`config.mk`:
```
export PLATFORM = sky130hd
export DESIGN_NAME = cla_serial_adder
export DESIGN_NICKNAME = d
export VERILOG_FILES = /design/src/rtl/cla_serial_adder_pkg.sv /design/src/rtl/cla_serial_adder_carry.sv /design/src/rtl/cla_serial_adder_pg.sv /design/src/rtl/cla_serial_adder.sv
export SDC_FILE = /design/constraint.sdc
export NUM_CORES = 1
export LEC_CHECK = 0
export ABC_AREA = 1
export BUFFER_PORTS_ARGS = -buffer_cell sky130_fd_sc_hd__buf_2
export CELL_PAD_IN_SITES_DETAIL_PLACEMENT = 1
export CELL_PAD_IN_SITES_GLOBAL_PLACEMENT = 1
export CORE_AREA = 3 3 102 75
export DETAILED_ROUTE_END_ITERATION = 7
export DIE_AREA = 0 0 105 78
export GPL_TIMING_DRIVEN = 0
export HOLD_SLACK_MARGIN = 0.15
export PLACE_DENSITY = 0.86
export SLEW_MARGIN = 20
export SYNTH_ARGS = -nofsm -noshare
export SYNTH_HDL_FRONTEND = slang
export SYNTH_SLANG_ARGS = --single-unit
```
`constraint.sdc`:
```
create_clock -name clk -period 2.1 [get_ports clk]
set_input_delay 0 -clock clk [delete_from_list [all_inputs] [get_ports clk]]
set_output_delay 0 -clock clk [all_outputs]
set_load 0.01 [all_outputs]
```
`src/rtl/cla_serial_adder_pkg.sv`:
```
// rtl/cla_serial_adder_pkg.sv - shared constants and types for the nibble-serial adder
package cla_serial_adder_pkg;

    localparam int NIBBLE_W = 4;

    localparam logic [0:0] ST_IDLE = 1'b0;
    localparam logic [0:0] ST_RUN  = 1'b1;

    typedef logic [NIBBLE_W-1:0] nibble_t;

    // Sum bits of one nibble given propagate, generated carries and incoming carry.
    function automatic nibble_t nibble_sum(input nibble_t p, input nibble_t c, input logic ci);
        return p ^ {c[NIBBLE_W-2:0], ci};
    endfunction

endpackage

```
`src/rtl/cla_serial_adder_carry.sv`:
```
// rtl/cla_serial_adder_carry.sv - 4-bit lookahead carry generator
module carry_gen (
    input  logic       cin,
    input  logic [3:0] p,
    input  logic [3:0] g,
    output logic [3:0] c
);

    // Fully expanded lookahead terms so no carry ripples through c[i-1].
    assign c[0] = g[0] | (p[0] & cin);
    assign c[1] = g[1] | (p[1] & g[0]) | (p[1] & p[0] & cin);
    assign c[2] = g[2] | (p[2] & g[1]) | (p[2] & p[1] & g[0]) | (p[2] & p[1] & p[0] & cin);
    assign c[3] = g[3] | (p[3] & g[2]) | (p[3] & p[2] & g[1]) | (p[3] & p[2] & p[1] & g[0])
                | (p[3] & p[2] & p[1] & p[0] & cin);

endmodule

```
`src/rtl/cla_serial_adder_pg.sv`:
```
// rtl/cla_serial_adder_pg.sv - gate-level propagate/generate for one nibble
module pg_gen
    import cla_serial_adder_pkg::*;
(
    input  logic [NIBBLE_W-1:0] a,
    input  logic [NIBBLE_W-1:0] b,
    output logic [NIBBLE_W-1:0] p,
    output logic [NIBBLE_W-1:0] g
);

    assign p = a ^ b;
    assign g = a & b;

endmodule

```
`src/rtl/cla_serial_adder.sv`:
```
// rtl/cla_serial_adder.sv - multi-cycle adder processing one nibble per clock, LSN first
module cla_serial_adder
    import cla_serial_adder_pkg::*;
#(
    parameter int WIDTH = 16
) (
    input  logic             clk,
    input  logic             rst,
    input  logic             start,
    input  logic [WIDTH-1:0] a,
    input  logic [WIDTH-1:0] b,
    input  logic             cin,
    output logic             busy,
    output logic             done,
    output logic [WIDTH-1:0] sum,
    output logic             cout,
    output logic             ovf
);

    localparam int NIB = WIDTH / NIBBLE_W;
    localparam int IW  = (NIB > 1) ? $clog2(NIB) : 1;
    localparam logic [IW-1:0] LAST = IW'(NIB - 1);

    logic [0:0]       state;
    logic [IW-1:0]    idx;
    logic             carry_q;
    logic [WIDTH-1:0] a_q;
    logic [WIDTH-1:0] b_q;

    nibble_t a_nib;
    nibble_t b_nib;
    nibble_t p;
    nibble_t g;
    nibble_t c;
    nibble_t s;

    assign a_nib = a_q[idx*NIBBLE_W +: NIBBLE_W];
    assign b_nib = b_q[idx*NIBBLE_W +: NIBBLE_W];

    pg_gen u_pg (
        .a (a_nib),
        .b (b_nib),
        .p (p),
        .g (g)
    );

    carry_gen u_carry (
        .cin (carry_q),
        .p   (p),
        .g   (g),
        .c   (c)
    );

    assign s = nibble_sum(p, c, carry_q);

    always_ff @(posedge clk) begin
        if (rst) begin
            state   <= ST_IDLE;
            idx     <= '0;
            carry_q <= 1'b0;
            a_q     <= '0;
            b_q     <= '0;
            busy    <= 1'b0;
            done    <= 1'b0;
            sum     <= '0;
            cout    <= 1'b0;
            ovf     <= 1'b0;
        end else begin
            done <= 1'b0;
            case (state)
                ST_IDLE: begin
                    if (start) begin
                        a_q     <= a;
                        b_q     <= b;
                        carry_q <= cin;
                        idx     <= '0;
                        sum     <= '0;
                        cout    <= 1'b0;
                        ovf     <= 1'b0;
                        busy    <= 1'b1;
                        state   <= ST_RUN;
                    end
                end
                default: begin
                    sum[idx*NIBBLE_W +: NIBBLE_W] <= s;
                    carry_q <= c[NIBBLE_W-1];
                    if (idx == LAST) begin
                        // Overflow compares carry into the MSB with carry out of it.
                        cout  <= c[NIBBLE_W-1];
                        ovf   <= c[NIBBLE_W-2] ^ c[NIBBLE_W-1];
                        done  <= 1'b1;
                        busy  <= 1'b0;
                        state <= ST_IDLE;
                        idx   <= '0;
                    end else begin
                        idx <= idx + 1'b1;
                    end
                end
            endcase
        end
    end

endmodule
```
Word-level counts from Yosys, hierarchy flattened. Index checks and enable logic that the tools add are counted.

Add/sub/neg operators: 2. Equal/unequal tests: 2. Shift-type cells: 4. Mux-type cells: 20. Bitwise gates (word level): 31. Reduce and logical (&&, ||, !) cells: 4.

Operators by type and width (count): 4-bit negation with 34-bit output (1); 4-bit by 34-bit variable shift with 16-bit output, first input constant (1); 4-bit by 34-bit indexed part select with 16-bit output (1); 16-bit 2-to-1 mux (2); 16-bit by 5-bit indexed part select with 4-bit output (2); 1-bit bitwise AND (16); 16-bit bitwise mux (1); 1-bit 2-to-1 mux (14); 1-bit OR (10); 4-bit bitwise XOR (2); 2-bit 2-to-1 mux (3); 4-bit bitwise AND (1); 2-bit AND reduction (2); 2-bit by 1-bit adder with 2-bit output, second input constant (1); 2-bit == test, second input constant (1); 2-bit by 1-bit inequality test with 1-bit output, second input constant (1); 2-bit nonzero test (1); 2-bit OR reduction (1); 1-bit NOT (1); 1-bit bitwise XOR (1).

Register bits: 56.

Longest topological paths before layout.
Depth in word-level cells: 10. Depth in mapped cells: 13. Gate-level depth less buffers: 12.

Cells and area by module. A second synthesis with hierarchy kept.

Cell total of the unflattened synthesis: 357. Area, all modules: 2620.0 sq um.

Modules (own cells, without submodules): cla_serial_adder (times used 1, cells each 333, area each 2491.1 sq um, seq. area each 1121.1 sq um); carry_gen (times used 1, cells each 20, area each 78.8 sq um, seq. area each 0.0 sq um); pg_gen (times used 1, cells each 4, area each 50.0 sq um, seq. area each 0.0 sq um).

Worst setup path after synthesis. Ideal clock, no wire load.

Path type: reg2reg. From: reg idx[0]. To: reg sum[15]. Setup time: 134 ps. Arrival: 1817 ps. Data required time: 1966 ps. Slack: 149 ps. Cell stages (with the launch flop): 13. Path buffers: 1. Period minus slack after synthesis: 1951 ps. Cell sequence: dfxtp_1 > inv_1 > clkbuf_1 > o21ai_0 > o22ai_1 > ha_1 > or2_0 > nand2_1 > nand2_2 > nand2_1 > nand2_2 > nand4_1 > a21oi_1.

Cells in the longest elaborated chain, start to end: 10. Elaborated cells on any way between the ends: 25.

RTL lines: start: declaration (line cla_serial_adder.sv:25) `logic [IW-1:0] idx;`; start signal: assignment (line cla_serial_adder.sv:96) `idx <= idx + 1'b1;`; 16-bit by 5-bit indexed part select with 4-bit output, on equally long branches (line cla_serial_adder.sv:37, cla_serial_adder.sv:38); 4-bit bitwise XOR / 4-bit bitwise AND (equally long branches) (line cla_serial_adder_pg.sv:11, cla_serial_adder_pg.sv:12); 1-bit bitwise AND (line cla_serial_adder_carry.sv:12) `assign c[2] = g[2] | (p[2] & g[1]) | (p[2] & p[1] & g[0]) | (p[2] & p[1] & p[0] & cin);`; 1-bit OR / 1-bit bitwise AND (equally long branches) (2 in a row) (line cla_serial_adder_carry.sv:12); 1-bit OR (line cla_serial_adder_carry.sv:12); 4-bit bitwise XOR (line cla_serial_adder_pkg.sv:13) `return p ^ {c[NIBBLE_W-2:0], ci};`; 4-bit by 34-bit indexed part select with 16-bit output (line cla_serial_adder.sv:85) `sum[idx*NIBBLE_W +: NIBBLE_W] <= s;`; 16-bit bitwise mux (*) (line cla_serial_adder.sv:85); 16-bit 2-to-1 mux (*) (line cla_serial_adder.sv:70) `case (state)`; end signal: indexed assignment (line cla_serial_adder.sv:85); end: declaration (line cla_serial_adder.sv:15) `output logic [WIDTH-1:0] sum,`.

Mark *: on every way between the ends. The rest lies on a longest branch, timed or not. A chain may end at the register's enable or synchronous reset.

Worst setup path after layout.
From: reg idx[1]. To: reg sum[11].

Same word-level chain as after synthesis.

==> metrics.txt <==
status=complete, but fails checks; failing checks=setup timing; vias in the first global route=2985; post-synthesis sequential area ratio=about 44%; Reg clk slew, reported paths=about 100 ps; Final Hold Viols=0; Final WS setup=-138 ps; Peak VDD IR=roughly 350 uV; Final min period=2240 ps; crit end category=flop; crit-path most repeated cell=nand2_2; Via Count=2798; IO Pins=56; share of the synthesized area in the top cell type=44.1%; initial antenna violation count=0; synthesized netlist cell count=roughly 340; CTS Buf Count=5; area grow syn2layout=42.1%; Setup TNS=-954 ps; Max Fanout on Critical Path=8; layout cells sized above 1=27.8%; DRC viols=0; Die X=between 100 and 150 microns; Routed WL per cell=roughly 17 microns; MaxCap Viol Count=0; hold crit path type=in -> reg; top cells by area, synth=dfxtp_1, nor2_1, o21ai_0, nand2_1, ha_1; ys async rst share=0%; commonest cells in the netlist=nor2_1, dfxtp_1, o21ai_0; Ys Warns=0; Initial Util=38.0%; nets=496; Synth area leader=dfxtp_1; First-pass DRT Iterations=4; Clk Latency, worst-skew pair=around 310 ps; via density per instance=around 5.1; # rows=25; CTS Root Cell=clkbuf_8; CP Class=reg -> reg; WHS=approximately 450 ps; Mapped Area=2540 sq um; Final Skew=12.8 ps; actual slew at the worst max-slew pin=586 ps; Main synth FF type=dfxtp_1; synthesized flop and latch total=56; Slew Limit Fails=0; leakage=around 1.6 nW; critical path's slowest cell=dfxtp_2; DR iter-0 viols=138; most frequent cell after synthesis=nor2_1; unrepaired setup endpoints after global routing=true; CTS tree=yes; Die H=roughly 80 microns; startpoint types=flop; H-Tree Depth=2; syn_area_per_cell=7.56 sq um; n_diodes=0; number of port buffers=55; Total Wirelength=9450 microns; gpl congestion=0.827; DP HPWL=5720 microns; cell area after layout=3610 sq um; final cell count without fillers=around 540; final worst path period share=107%; Post-synth EDFFs=0; Core ar.=about 6700 sq um; Distinct cells, synth=30; Overflow after GRT=0; Post-Place Cells=between 400 and 500; syn nets=between 300 and 400; crit-path max cell delay=370 ps; Cell Pwr Density=674 nW/um^2; Clock Tree Buf Depth=2; first-pass GRT wire length=14900 microns; final core utilization=54.0%; clock sink count=56; Setup-failing EPs final=15; CP arrival=2480 ps; fmax=447 MHz; Area after DPL=2930 sq um; max_slew headroom=around three fifths; crit path cell chain=buf_8 > clkinvlp_4 > o21ai_1 > o22ai_1 > ha_1 > buf_6 > nand4_1 > nand2_2 > nand2_2 > nand2_4 > nand3_2 > a21oi_2; pin count of the biggest net entering global routing=16; die area=8190 sq um; Detail Route Antenna Nets=0; CP required=2340 ps; Overall Global Routing Usage=22.9%
==> sequential cells by signal, indices dropped and copies added (netlist names) <==
signal and flops:
a_q 16, ovf 1, b_q 16, done 1
state 1, cout 1, idx 2, carry_q 1
sum 16, busy 1
==> worst max-delay path, delay by kind of cell, from the launching register on <==
family	cells	cell delay, ps
buffers and inverters	3	420
and+or+nand+nor	5	600
adders and majority gates	1	350
AOI/OAI and AO/OA	3	410
DFF	1	370
==> final cells by class <==
class,instances,area [sq um]
Fill cell,852,3080
Inverter,11,45.0
Timing Repair Buffer,107,754
Sequential cell,56,1130
Clock inverter,1,5.00
Clock buffer,6,72.6
Buffer,18,153
Multi-Input combinational cell,251,1340
Tap cell,94,118
==> cells by family after synthesis <==
logic type | share of synthesized area, %
flops | 44.1
fa+ha+maj | 5.22
buf+inv | 6.45
xor+xnor | 0.345
compound gates | 18.5
simple gates | 25.4
==> report_power, final <==
group	internal [mW]	leakage, nW	switching [mW]
sequential	1.12	0.461	0.0424
clock	0.228	0.0410	0.343
combinational	0.301	1.10	0.397
total	1.65	1.61	0.783
==> layer usage <==
layer,routed length (microns),GRT usage [%],vias up
li1,-,-,1335
met1,4090,26.8,1340
met2,4610,39.7,103
met3,491,5.90,20
met4,259,9.83,0
met5,0,0,-
==> repair_timing <==
item,in CTS,in global routing
endpoints found under the hold margin,38,0
cloned,0,1
resized for setup,24,24
pin swaps,5,8
endpoints found under the setup margin,19,17
setup buffers,11,5
hold buffers,35,0
==> path summary, 6_finish.rpt <==
kind | startpoint | endpoint | slack, ps | cells past startpoint
hold reg to reg | sum[12] | sum[12] | 470 | 2
hold / removal | b[3] | b_q[3] | 450 | 4
setup / recovery | idx[1] | sum[11] | -140 | 12
setup reg to reg | idx[1] | sum[11] | -140 | 12
==> metrics by stage <==
step	power, mW	setup slack [ps]
detailed placement	1.66	-433
floorplan	1.50	149
finish	2.44	-138
global placement	1.63	-342
CTS	2.32	-3.73
global route	2.55	-217
==> layout by cell type (no fill, tap or decap), drive strengths merged <==
cell and n:
nand2 48, inv 9, nand3 8, clkinvlp 1
clkbuf 13, clkinv 2, o22ai 8, fa 1
dfxtp 56, ha 9, dlygate4sd3 35, a21oi 23
buf 83, nor3 2, o211ai 1, xor2 1
nand4 5, a31oi 1, nor2 93, o21ai 50
or2 1
Power figures use the tool's default switching activity.
